==> src/rtl/lfsr_run_ctrl.sv <==
// lfsr_run_ctrl: seeds a 12-bit LFSR, steps it for a programmed count or one full
// period, and reports the step count. Optional macro PAUSE_EN adds a pause input.
module lfsr_run_ctrl #(
  parameter int LFSR_W = 12,
  parameter int CNT_W  = 13
) (
  input  logic              CCLK,
  input  logic              reset,
  input  logic              start,
  input  logic [LFSR_W-1:0] seed,
  input  logic [CNT_W-1:0]  step_count,
  output logic              lfsr_load,
  output logic [LFSR_W-1:0] lfsr_seed,
  output logic              lfsr_en,
  input  logic [LFSR_W-1:0] lfsr_out,
  input  logic              max_tick,
`ifdef PAUSE_EN
  input  logic              pause,
`endif
  output logic              busy,
  output logic              done,
  output logic [CNT_W-1:0]  result,
  output logic              wrapped,
  output logic              overflow
);

  typedef enum logic [1:0] {
    IDLE = 2'd0,
    LOAD = 2'd1,
    RUN  = 2'd2,
    DONE = 2'd3
  } state_t;

  state_t             state;
  logic [CNT_W-1:0]   step_reg;
  logic [CNT_W-1:0]   cnt;
  logic               hit_wrap;
  logic               hit_limit;
  logic               hit_sat;
  logic               stop;
  logic               run_hold;
  logic               unused_lfsr_out;

  // The LFSR state is only observed by the user; the FSM relies on max_tick.
  assign unused_lfsr_out = ^lfsr_out;

`ifdef PAUSE_EN
  assign run_hold = pause;
`else
  assign run_hold = 1'b0;
`endif

  // max_tick at cnt==0 is the freshly loaded seed, not a completed period.
  assign hit_wrap  = (cnt != '0) && max_tick;
  assign hit_limit = (step_reg != '0) && (cnt == step_reg);
  assign hit_sat   = (cnt == {CNT_W{1'b1}});
  assign stop      = hit_wrap || hit_limit || hit_sat;

  // Enable is combinational so a stop seen this cycle suppresses this edge's step.
  assign lfsr_en = (state == RUN) && !stop && !run_hold && !reset;

  always_ff @(posedge CCLK) begin
    if (reset) begin
      state     <= IDLE;
      step_reg  <= '0;
      cnt       <= '0;
      lfsr_load <= 1'b0;
      lfsr_seed <= '0;
      busy      <= 1'b0;
      done      <= 1'b0;
      result    <= '0;
      wrapped   <= 1'b0;
      overflow  <= 1'b0;
    end else begin
      lfsr_load <= 1'b0;
      done      <= 1'b0;
      case (state)
        IDLE: begin
          if (start) begin
            // All-zero is the LFSR lockup state, so it is never loaded.
            lfsr_seed <= (seed == '0) ? LFSR_W'(1) : seed;
            step_reg  <= step_count;
            cnt       <= '0;
            result    <= '0;
            wrapped   <= 1'b0;
            overflow  <= 1'b0;
            lfsr_load <= 1'b1;
            busy      <= 1'b1;
            state     <= LOAD;
          end
        end
        LOAD: begin
          state <= RUN;
        end
        RUN: begin
          if (stop) begin
            result   <= cnt;
            wrapped  <= hit_wrap;
            overflow <= !hit_wrap && !hit_limit;
            busy     <= 1'b0;
            done     <= 1'b1;
            state    <= DONE;
          end else if (lfsr_en) begin
            cnt <= cnt + CNT_W'(1);
          end
        end
        DONE: begin
          state <= IDLE;
        end
        default: begin
          state <= IDLE;
          busy  <= 1'b0;
        end
      endcase
    end
  end

endmodule
==> config.mk <==
export PLATFORM = sky130hd
export DESIGN_NAME = lfsr_run_ctrl
export DESIGN_NICKNAME = d
export VERILOG_FILES = /design/src/rtl/lfsr_run_ctrl.sv
export SDC_FILE = /design/constraint.sdc
export NUM_CORES = 1
export LEC_CHECK = 0
export CAP_MARGIN = 30
export CORE_MARGIN = 5
export CORE_UTILIZATION = 52
export DETAILED_ROUTE_END_ITERATION = 10
export PLACE_DENSITY = 0.93
export SKIP_LAST_GASP = 1
export SLEW_MARGIN = 15
export SYNTH_ARGS = -nofsm -noshare
export SYNTH_HDL_FRONTEND = slang
export SYNTH_SLANG_ARGS = --single-unit
==> constraint.sdc <==
create_clock -name CCLK -period 5.15 [get_ports CCLK]
set_clock_uncertainty 0.2 [all_clocks]
set_input_delay 1.03 -clock CCLK [delete_from_list [all_inputs] [get_ports CCLK]]
set_output_delay 1.03 -clock CCLK [all_outputs]
set_load 0.005 [all_outputs]
==> results of run 1 <==
## path summary, 6_finish.rpt
check / from / to / slack, ps / cells past startpoint
setup / recovery: max_tick / lfsr_en / 1380 / 6
hold / removal: lfsr_seed[6] / lfsr_seed[6] / 250 / 2
setup reg to reg: cnt[0] / result[3] / 2210 / 10
hold reg to reg: lfsr_seed[6] / lfsr_seed[6] / 250 / 2
## layer usage
metal / vias up / wire length [um] / global-route usage, %
met3: 24 / 602 / 7.38
met2: 108 / 3210 / 33.0
met4: 0 / 200 / 10.8
met5: - / 0 / 0
met1: 1141 / 2680 / 23.7
li1: 1235 / - / -
## placed cells by master (no fill, tap or decap), drive strengths merged
master / instances
ha: 4
o32ai: 1
a31o: 3
nor2b: 1
nand2: 59
xor2: 10
clkinv: 2
a31oi: 3
nor2: 12
a211o: 7
clkbuf: 11
buf: 5
clkdlybuf4s50: 59
o22ai: 1
nand2b: 15
nor4b: 3
a21boi: 2
o211a: 2
a21oi: 39
o21ai: 7
nand3: 21
dfxtp: 58
o31ai: 1
a311oi: 1
inv: 6
and2: 4
nor3: 12
nor3b: 2
nand4: 4
mux2i: 2
bufinv: 2
xnor2: 4
nor4: 10
and3: 7
clkinvlp: 1
## per-stage QoR
step / utilization, % / hold slack (ps) / instances / power [mW]
4_1_cts: 69.0 / 256 / 450 / 1.49
5_1_grt: 69.3 / 274 / 451 / 1.58
3_5_place_dp: 64.7 / 247 / 434 / 1.02
3_3_place_gp: 64.4 / 242 / 433 / 0.999
6_report: 69.3 / 253 / 451 / 1.49
2_1_floorplan: - / 253 / 327 / 0.888
## logic make-up (layout without fill, tap and decap cells)
family | after synthesis | count (layout)
xor+xnor | 14 | 14
fa+ha+maj | 4 | 4
simple gates | 150 | 150
buf+inv | 32 | 86
compound gates | 67 | 67
mux | 2 | 2
flops | 58 | 58
## cell usage after synthesis, drive strengths merged
cell type	count
a211o	7
a21boi	2
a21oi	39
a311oi	1
a31o	3
a31oi	3
and2	4
and3	7
buf	15
clkbuf	11
dfxtp	58
ha	4
inv	6
mux2i	2
nand2	59
nand2b	15
nand3	21
nand4	4
nor2	12
nor2b	1
nor3	12
nor3b	2
nor4	10
nor4b	3
o211a	2
o21ai	7
o22ai	1
o31ai	1
o32ai	1
xnor2	4
xor2	10
## tightest hold or removal path: stages, from the launching register on
cell	delay, ps
dfxtp_1	310
nand2_1	50
a21oi_1	50
## report_power, final
part	switching (mW)	total, mW	internal (mW)
clock	0.179	0.463	0.284
combinational	0.285	0.491	0.206
sequential	0.0382	0.540	0.502
total	0.503	1.49	0.992
## area by class of cell
cell class,count,area (sq um)
clock buffer,11,141
clock inverter,5,77.6
fill,414,1560
inverter,6,22.5
multi-input combinational,237,1390
sequential,58,1160
tap,70,87.6
timing repair buffer,64,639
==> impl_metrics.yaml, run 1 <==
synth:
  synth.net_count: 372
  synth.avg_cell_area_sq_um: 8.30
  synthMuxAreaShare_pct: 0.737
  synth_largest_area_cell: "dfxtp_1"
  synth_top_family_by_area: "simple AND/OR/NAND/NOR gates"
  synth_cells: 327
  ys_ff_latch: 58
  synthXorXnorAreaFrac_pct: 4.52
  synth_compound_area_share_pct: 15.2
  yosys-top-cells-area: "dfxtp_1 (43%), nand2_1 (8.0%), a21oi_1 (7.2%)"
  synth-simple-area-share_pct: 28.8
  ys_seq_area_share_pct: 42.8
  synth_top_area_share_pct: 42.8
  synthAdderAreaFrac_pct: 1.84
  syn-cell-area_sq_um: 2720
  synth_cell_type_count: 43
  ys.warnings.count: 0
cts:
  cts_setup_buffers: 0
  clock_sinks: 58
  path_clk_slew_ps: 60
  cts_buffers: 9
  htree_num_levels: 3
  cts-root-buf: "clkbuf_8"
  ctsHoldBuffers: 0
  cts_tree: "yes"
  cts_resized: 0
  clockBufferDepth: 2
  clk_latency_ps: 340
global_route:
  grt_pass1_wl_um: 10600
  antenna_found_initial: 0
  grt_usage_pct: 20.5
  grt_overflow: 0
  grt_pass1_vias: 2401
  grt_max_degree: 50
pwr:
  vdd.ir_drop.worst_mv: 0.285
  powerDensity_nw_per_um2: 425
  p_leak_nw: 1.39
worst_setup_path:
  cp_common_cell: "clkdlybuf4s50_1"
  endpoint_kind: "output pin"
  arrival_ps: 2540
  crit_required_ps: 3920
  slowest_stage: "clkdlybuf4s50_1"
  cp_top_family: "buffers and inverters"
  crit_buf_inv: 3
  cp_max_fo: 4
  critPathKind: "primary input to output pin"
  cp-start-kind: "primary input"
  cpPeakStageDelay_ps: 450
  cp_cell_sequence: "clkdlybuf4s50_1 -> inv_1 -> a31oi_1 -> a31oi_2 -> and3_1 -> clkdlybuf4s50_1"
sta:
  worst_slack_ps: 1380
  max_slew_margin_pct: 59.7
  hold_viol_final: 0
  rsz0062_at_grt: "no"
  post-route-period-util_pct: 73.2
  period_minus_slack_ps: 3770
  worst_pin_slew_ps: 601
  setup-tns-final_ps: 0
  slew_viol_final: 0
  setup_violations: 0
  max_freq_mhz: 265
drt:
  ant_nets: 0
  wirelength_um: 6700
  avgViaCountPerCell: 5.56
  firstDrtPassIters: 4
  dr.first_iter.drc_count: 199
  wl_per_cell_um: 14.9
  vias: 2508
  drc: 0
floorplan:
  num_rows: 26
  dieHeight_um: 82.3
  start_util_pct: 53.5
  die_w_um: 82.3
  die-area_sq_um: 6770
  ios: 72
  core_area_sq_um: 5070
placement:
  dpl-instance-area_sq_um: 3280
  hpwl_um: 4620
  numPortBuffers: 59
  place_ws_ps: 1390
  finalWeightedCongestion: 0.886
cells_and_area:
  areaGrowthSynthToFinish_pct: 29.5
  fin_area_sq_um: 3520
  drive_gt1_share_pct: 8.66
  nets: 421
  antennaDiodeCount: 0
min_path:
  hold_class: "flip-flop to flip-flop"
run_status:
  outcome: "completed"
flow_run:
  cap_violations: 0
(Power assumes the default switching activity.)
==> run 2: changes to the inputs <==
Settings changed: CORE_UTILIZATION 52 to 44, PLACE_DENSITY 0.93 to 0.84.
Clock period 5.15 ns to 3.35 ns, I/O delays scaled along.
==> run 2 against run 1 <==
  * Cell area up 0.28%
  * First-iteration DRC count up 36%
  * Clock-buffer cell count up 2
  * Wire length up 1.0%
  * Combinational power up 55%
==> impl_metrics.yaml, run 2 (same netlist as run 1, synthesis figures left out) <==
run_status:
  outcome: "completed"
worst_setup_path:
  cpPeakStageDelay_ps: 500
  crit_required_ps: 2480
  cp-start-kind: "flip-flop"
  slowest_stage: "dfxtp_1"
  cp_cell_sequence: "inv_1 -> ha_1 -> nor4b_2 -> a31oi_2 -> a31oi_2 -> and3_1 -> clkdlybuf4s50_1"
  cp_max_fo: 7
  critPathKind: "flip-flop to output pin"
  arrival_ps: 2300
  endpoint_kind: "output pin"
  cp_common_cell: "a31oi_2"
cells_and_area:
  areaGrowthSynthToFinish_pct: 29.9
  fillers: 538
  layout_common_cells: "nand2_1 (58), dfxtp_1 (58), clkdlybuf4s50_1 (58)"
  multiInputGateArea_sq_um: 1400
  antennaDiodeCount: 0
  fin_util_pct: 59.2
  nets: 424
  fin_cells: 458
  seqCellArea_sq_um: 1160
  drive_gt1_share_pct: 9.92
global_route:
  grt_usage_pct: 18.7
  grt_max_degree: 50
  antenna_found_initial: 0
  grt_pass1_wl_um: 11200
  met1_usage_pct: 22.2
  gr-usage-met3_pct: 7.45
  grt_pass1_vias: 2411
  met2_usage_pct: 29.6
  grt-busiest-layer: "met2"
  grt_overflow: 0
drt:
  vias: 2486
  dr.first_iter.drc_count: 271
  wirelength_um: 6770
  wl_per_cell_um: 14.8
  drc: 0
  avgViaCountPerCell: 5.43
  ant_nets: 0
  firstDrtPassIters: 4
sta:
  setup-tns-final_ps: 0
  worst_slack_ps: 177
  hold_viol_final: 0
  post-route-period-util_pct: 94.7
  period_minus_slack_ps: 3170
  max_freq_mhz: 315
  setup_violations: 0
  slew_viol_final: 0
  max_slew_margin_pct: 56.8
  worst_pin_slew_ps: 643
  rsz0062_at_grt: "no"
placement:
  placedCellCount: 443
  numPortBuffers: 59
  finalWeightedCongestion: 0.863
  place_ws_ps: 303
  hpwl_um: 4810
pwr:
  vdd.ir_drop.worst_mv: 0.376
  p_leak_nw: 1.40
  powerDensity_nw_per_um2: 640
cts:
  cts_setup_buffers: 0
  clock_sinks: 58
  cts_tree: "yes"
  htree_num_levels: 3
  path_clk_slew_ps: 60
  cts_buffers: 9
  cts-root-buf: "clkbuf_8"
  clockBufferDepth: 2
  clk_latency_ps: 340
floorplan:
  die_w_um: 88.6
  die-area_sq_um: 7840
  start_util_pct: 45.6
  num_rows: 28
  core_area_sq_um: 5960
  dieHeight_um: 88.6
  ios: 72
min_path:
  hold_class: "flip-flop to flip-flop"
flow_run:
  cap_violations: 0
## run 2: cell types whose count changed in the layout (fill, tap and decap cells not counted), sizes merged
cell           delta
buf               +4
clkbuf            +2
bufinv            -1
clkdlybuf4s50     -1
clkinv            -1
clkinvlp          -1
## run 2: power breakdown
group | internal [mW] | switching, mW
registers | 0.772 | 0.0598
clock network | 0.399 | 0.264
logic | 0.326 | 0.435
## run 2: through the flow
stage               area [sq um]  total power [mW]  hold slack, ps
floorplan                   2720              1.36             253
global placement            3310              1.58             242
detailed placement          3310              1.60             248
CTS                         3510              2.27             255
global route                3530              2.40             272
finish                      3530              2.26             253
## run 2: area by class of cell
type | instances | area share, %
clock inverter | 2 | 0.994
timing repair buffer | 67 | 18.3
multi-input combinational | 237 | 39.7
clock buffer | 13 | 4.79
inverter | 6 | 0.639
tap | 75 | 2.66
sequential | 58 | 32.9
## run 2: layer usage
layer / routed length (um) / share of wire, %
met1: 2780 / 41
met2: 3200 / 47
met3: 597 / 8.8
met4: 191 / 2.8
met5: 0 / 0
## run 2: worst paths after layout
| kind | start | to | slack (ps) | depth (start not counted) |
|---|---|---|---|---|
| worst min-delay path | lfsr_seed[3] | lfsr_seed[3] | 250 | 2 |
| worst min register to register | lfsr_seed[3] | lfsr_seed[3] | 250 | 2 |
| worst max register to register | cnt[0] | result[4] | 610 | 10 |
| worst max-delay path | cnt[0] | lfsr_en | 180 | 7 |
## run 2: critical path: cells and delay by family (launching register included)
family	cells	cell delay, ps
buffers and inverters	2	550
flip-flops	1	500
AND/OR/NAND/NOR	2	360
AO/OA/AOI/OAI	2	330
adder cells (fa/ha/maj)	1	210
## run 2: what timing repair did
| action | 4_1_cts | 5_1_grt |
|---|---|---|
| endpoints found under the hold margin | 0 | 0 |
| hold buffers | 0 | 0 |
| resized for setup | 0 | 2 |
| endpoints found under the setup margin | 0 | 1 |
==> run 3: changes to the inputs <==
Settings changed: MAX_ROUTING_LAYER set to met4.
==> run 3 against run 2 <==
  * Power rose by 0.83%
  * Setup slack worse by 50 ps
  * Worst hold slack about the same
  * Flip-flop and latch count did not move
  * Final cell count rose by 0.22%
==> impl_metrics.yaml, run 3 (same netlist as run 1, synthesis figures left out) <==
cts:
  cts_resized: 0
  cts_tree: "yes"
  clk_latency_ps: 330
  cts-root-buf: "clkbuf_8"
  cts_setup_buffers: 0
  clock_sinks: 58
  path_clk_slew_ps: 60
  clockBufferDepth: 2
  cts_buffers: 9
  htree_num_levels: 3
  ctsHoldBuffers: 0
cells_and_area:
  fillers: 550
  nets: 424
  drive_gt1_share_pct: 9.38
  layout_common_cells: "nand2_1 (58), dfxtp_1 (58), clkdlybuf4s50_1 (58)"
  antennaDiodeCount: 0
  fin_util_pct: 59.2
  areaGrowthSynthToFinish_pct: 29.9
pwr:
  p_total_mw: 2.27
  p_int_mw: 1.52
  powerDensity_nw_per_um2: 645
  vdd.ir_drop.worst_mv: 0.434
  p_comb_share_pct: 33.3
  switching_share_pct: 33.0
  p_sw_mw: 0.751
  pwr-share-seq_pct: 36.5
  p_leak_nw: 1.40
  pwr-share-clk_pct: 30.2
placement:
  hpwl_um: 4760
  place_ws_ps: 277
  numPortBuffers: 59
  finalWeightedCongestion: 0.868
global_route:
  grt_overflow: 0
  antenna_found_initial: 0
  grt_pass1_wl_um: 10600
  grt_usage_pct: 18.2
  grt_max_degree: 50
  grt_pass1_vias: 2352
sta:
  max_slew_margin_pct: 64.7
  rsz0062_at_grt: "no"
  worst_pin_slew_ps: 525
  max_freq_mhz: 310
  period_minus_slack_ps: 3220
  worst_slack_ps: 127
  setup_violations: 0
  slew_viol_final: 0
  post-route-period-util_pct: 96.2
  holdWs_ps: 254
  setup-tns-final_ps: 0
  hold_viol_final: 0
run_status:
  outcome: "completed"
floorplan:
  core_area_sq_um: 5960
  die-area_sq_um: 7840
  dieHeight_um: 88.6
  num_rows: 28
  ios: 72
  die_w_um: 88.6
  start_util_pct: 45.6
drt:
  avgViaCountPerCell: 5.35
  dr.first_iter.drc_count: 132
  vias: 2454
  firstDrtPassIters: 4
  ant_nets: 0
  drc: 0
  wl_per_cell_um: 14.4
  wirelength_um: 6600
worst_setup_path:
  endpoint_kind: "output pin"
  crit_required_ps: 2480
  cp_max_fo: 7
  cp-start-kind: "flip-flop"
  reg2reg_setup_slack_ps: 580
  critPathKind: "flip-flop to output pin"
  arrival_ps: 2350
flow_run:
  cap_violations: 0
min_path:
  hold_class: "flip-flop to flip-flop"
## run 3: power groups by stage
stage / Combinational, mW / Clock (mW) / Sequential (mW)
2_1_floorplan: 0.529 / 0 / 0.836
3_3_place_gp: 0.742 / 0 / 0.841
3_5_place_dp: 0.756 / 0 / 0.845
4_1_cts: 0.760 / 0.698 / 0.831
5_1_grt: 0.844 / 0.735 / 0.841
6_report: 0.758 / 0.686 / 0.831
## run 3: final timing paths
kind                  end          from  cells past startpoint
max reg2reg     result[7]        cnt[0]                     10
max               lfsr_en        cnt[0]                      7
min reg2reg  lfsr_seed[2]  lfsr_seed[2]                      2
min          lfsr_seed[2]  lfsr_seed[2]                      2
## run 3: area by class of cell
type                            count  area (sq um)  area share (%)
Multi-Input combinational cell    237          1390            39.3
Sequential cell                    58          1160            32.9
Timing Repair Buffer               67           646            18.3
Clock buffer                       15           186            5.29
Tap cell                           75          93.8            2.66
Clock inverter                      1          30.0           0.852
Inverter                            6          22.5           0.639
## run 3: worst max-delay path, stage by stage (launching register included)
cell             delay (ps)
dfxtp_1                 480
inv_1                   100
ha_1                    210
nor4b_2                 150
a31oi_1                 300
a31oi_2                  90
and3_1                  230
clkdlybuf4s50_1         450
## run 3: stage by stage
step / cell area, sq um / std cells
global route: 3530 / 459
finish: 3530 / 459
detailed placement: 3310 / 443
CTS: 3530 / 459
global placement: 3310 / 443
floorplan: 2720 / 327
## run 3: metal layers
layer	share of wire, %	global-route usage (%)	vias to the layer above
met3	7.2	7.36	11
met1	43	20.5	1138
li1	-	-	1233
met5	0	-	-
met2	48	29.0	72
met4	2.0	7.14	0
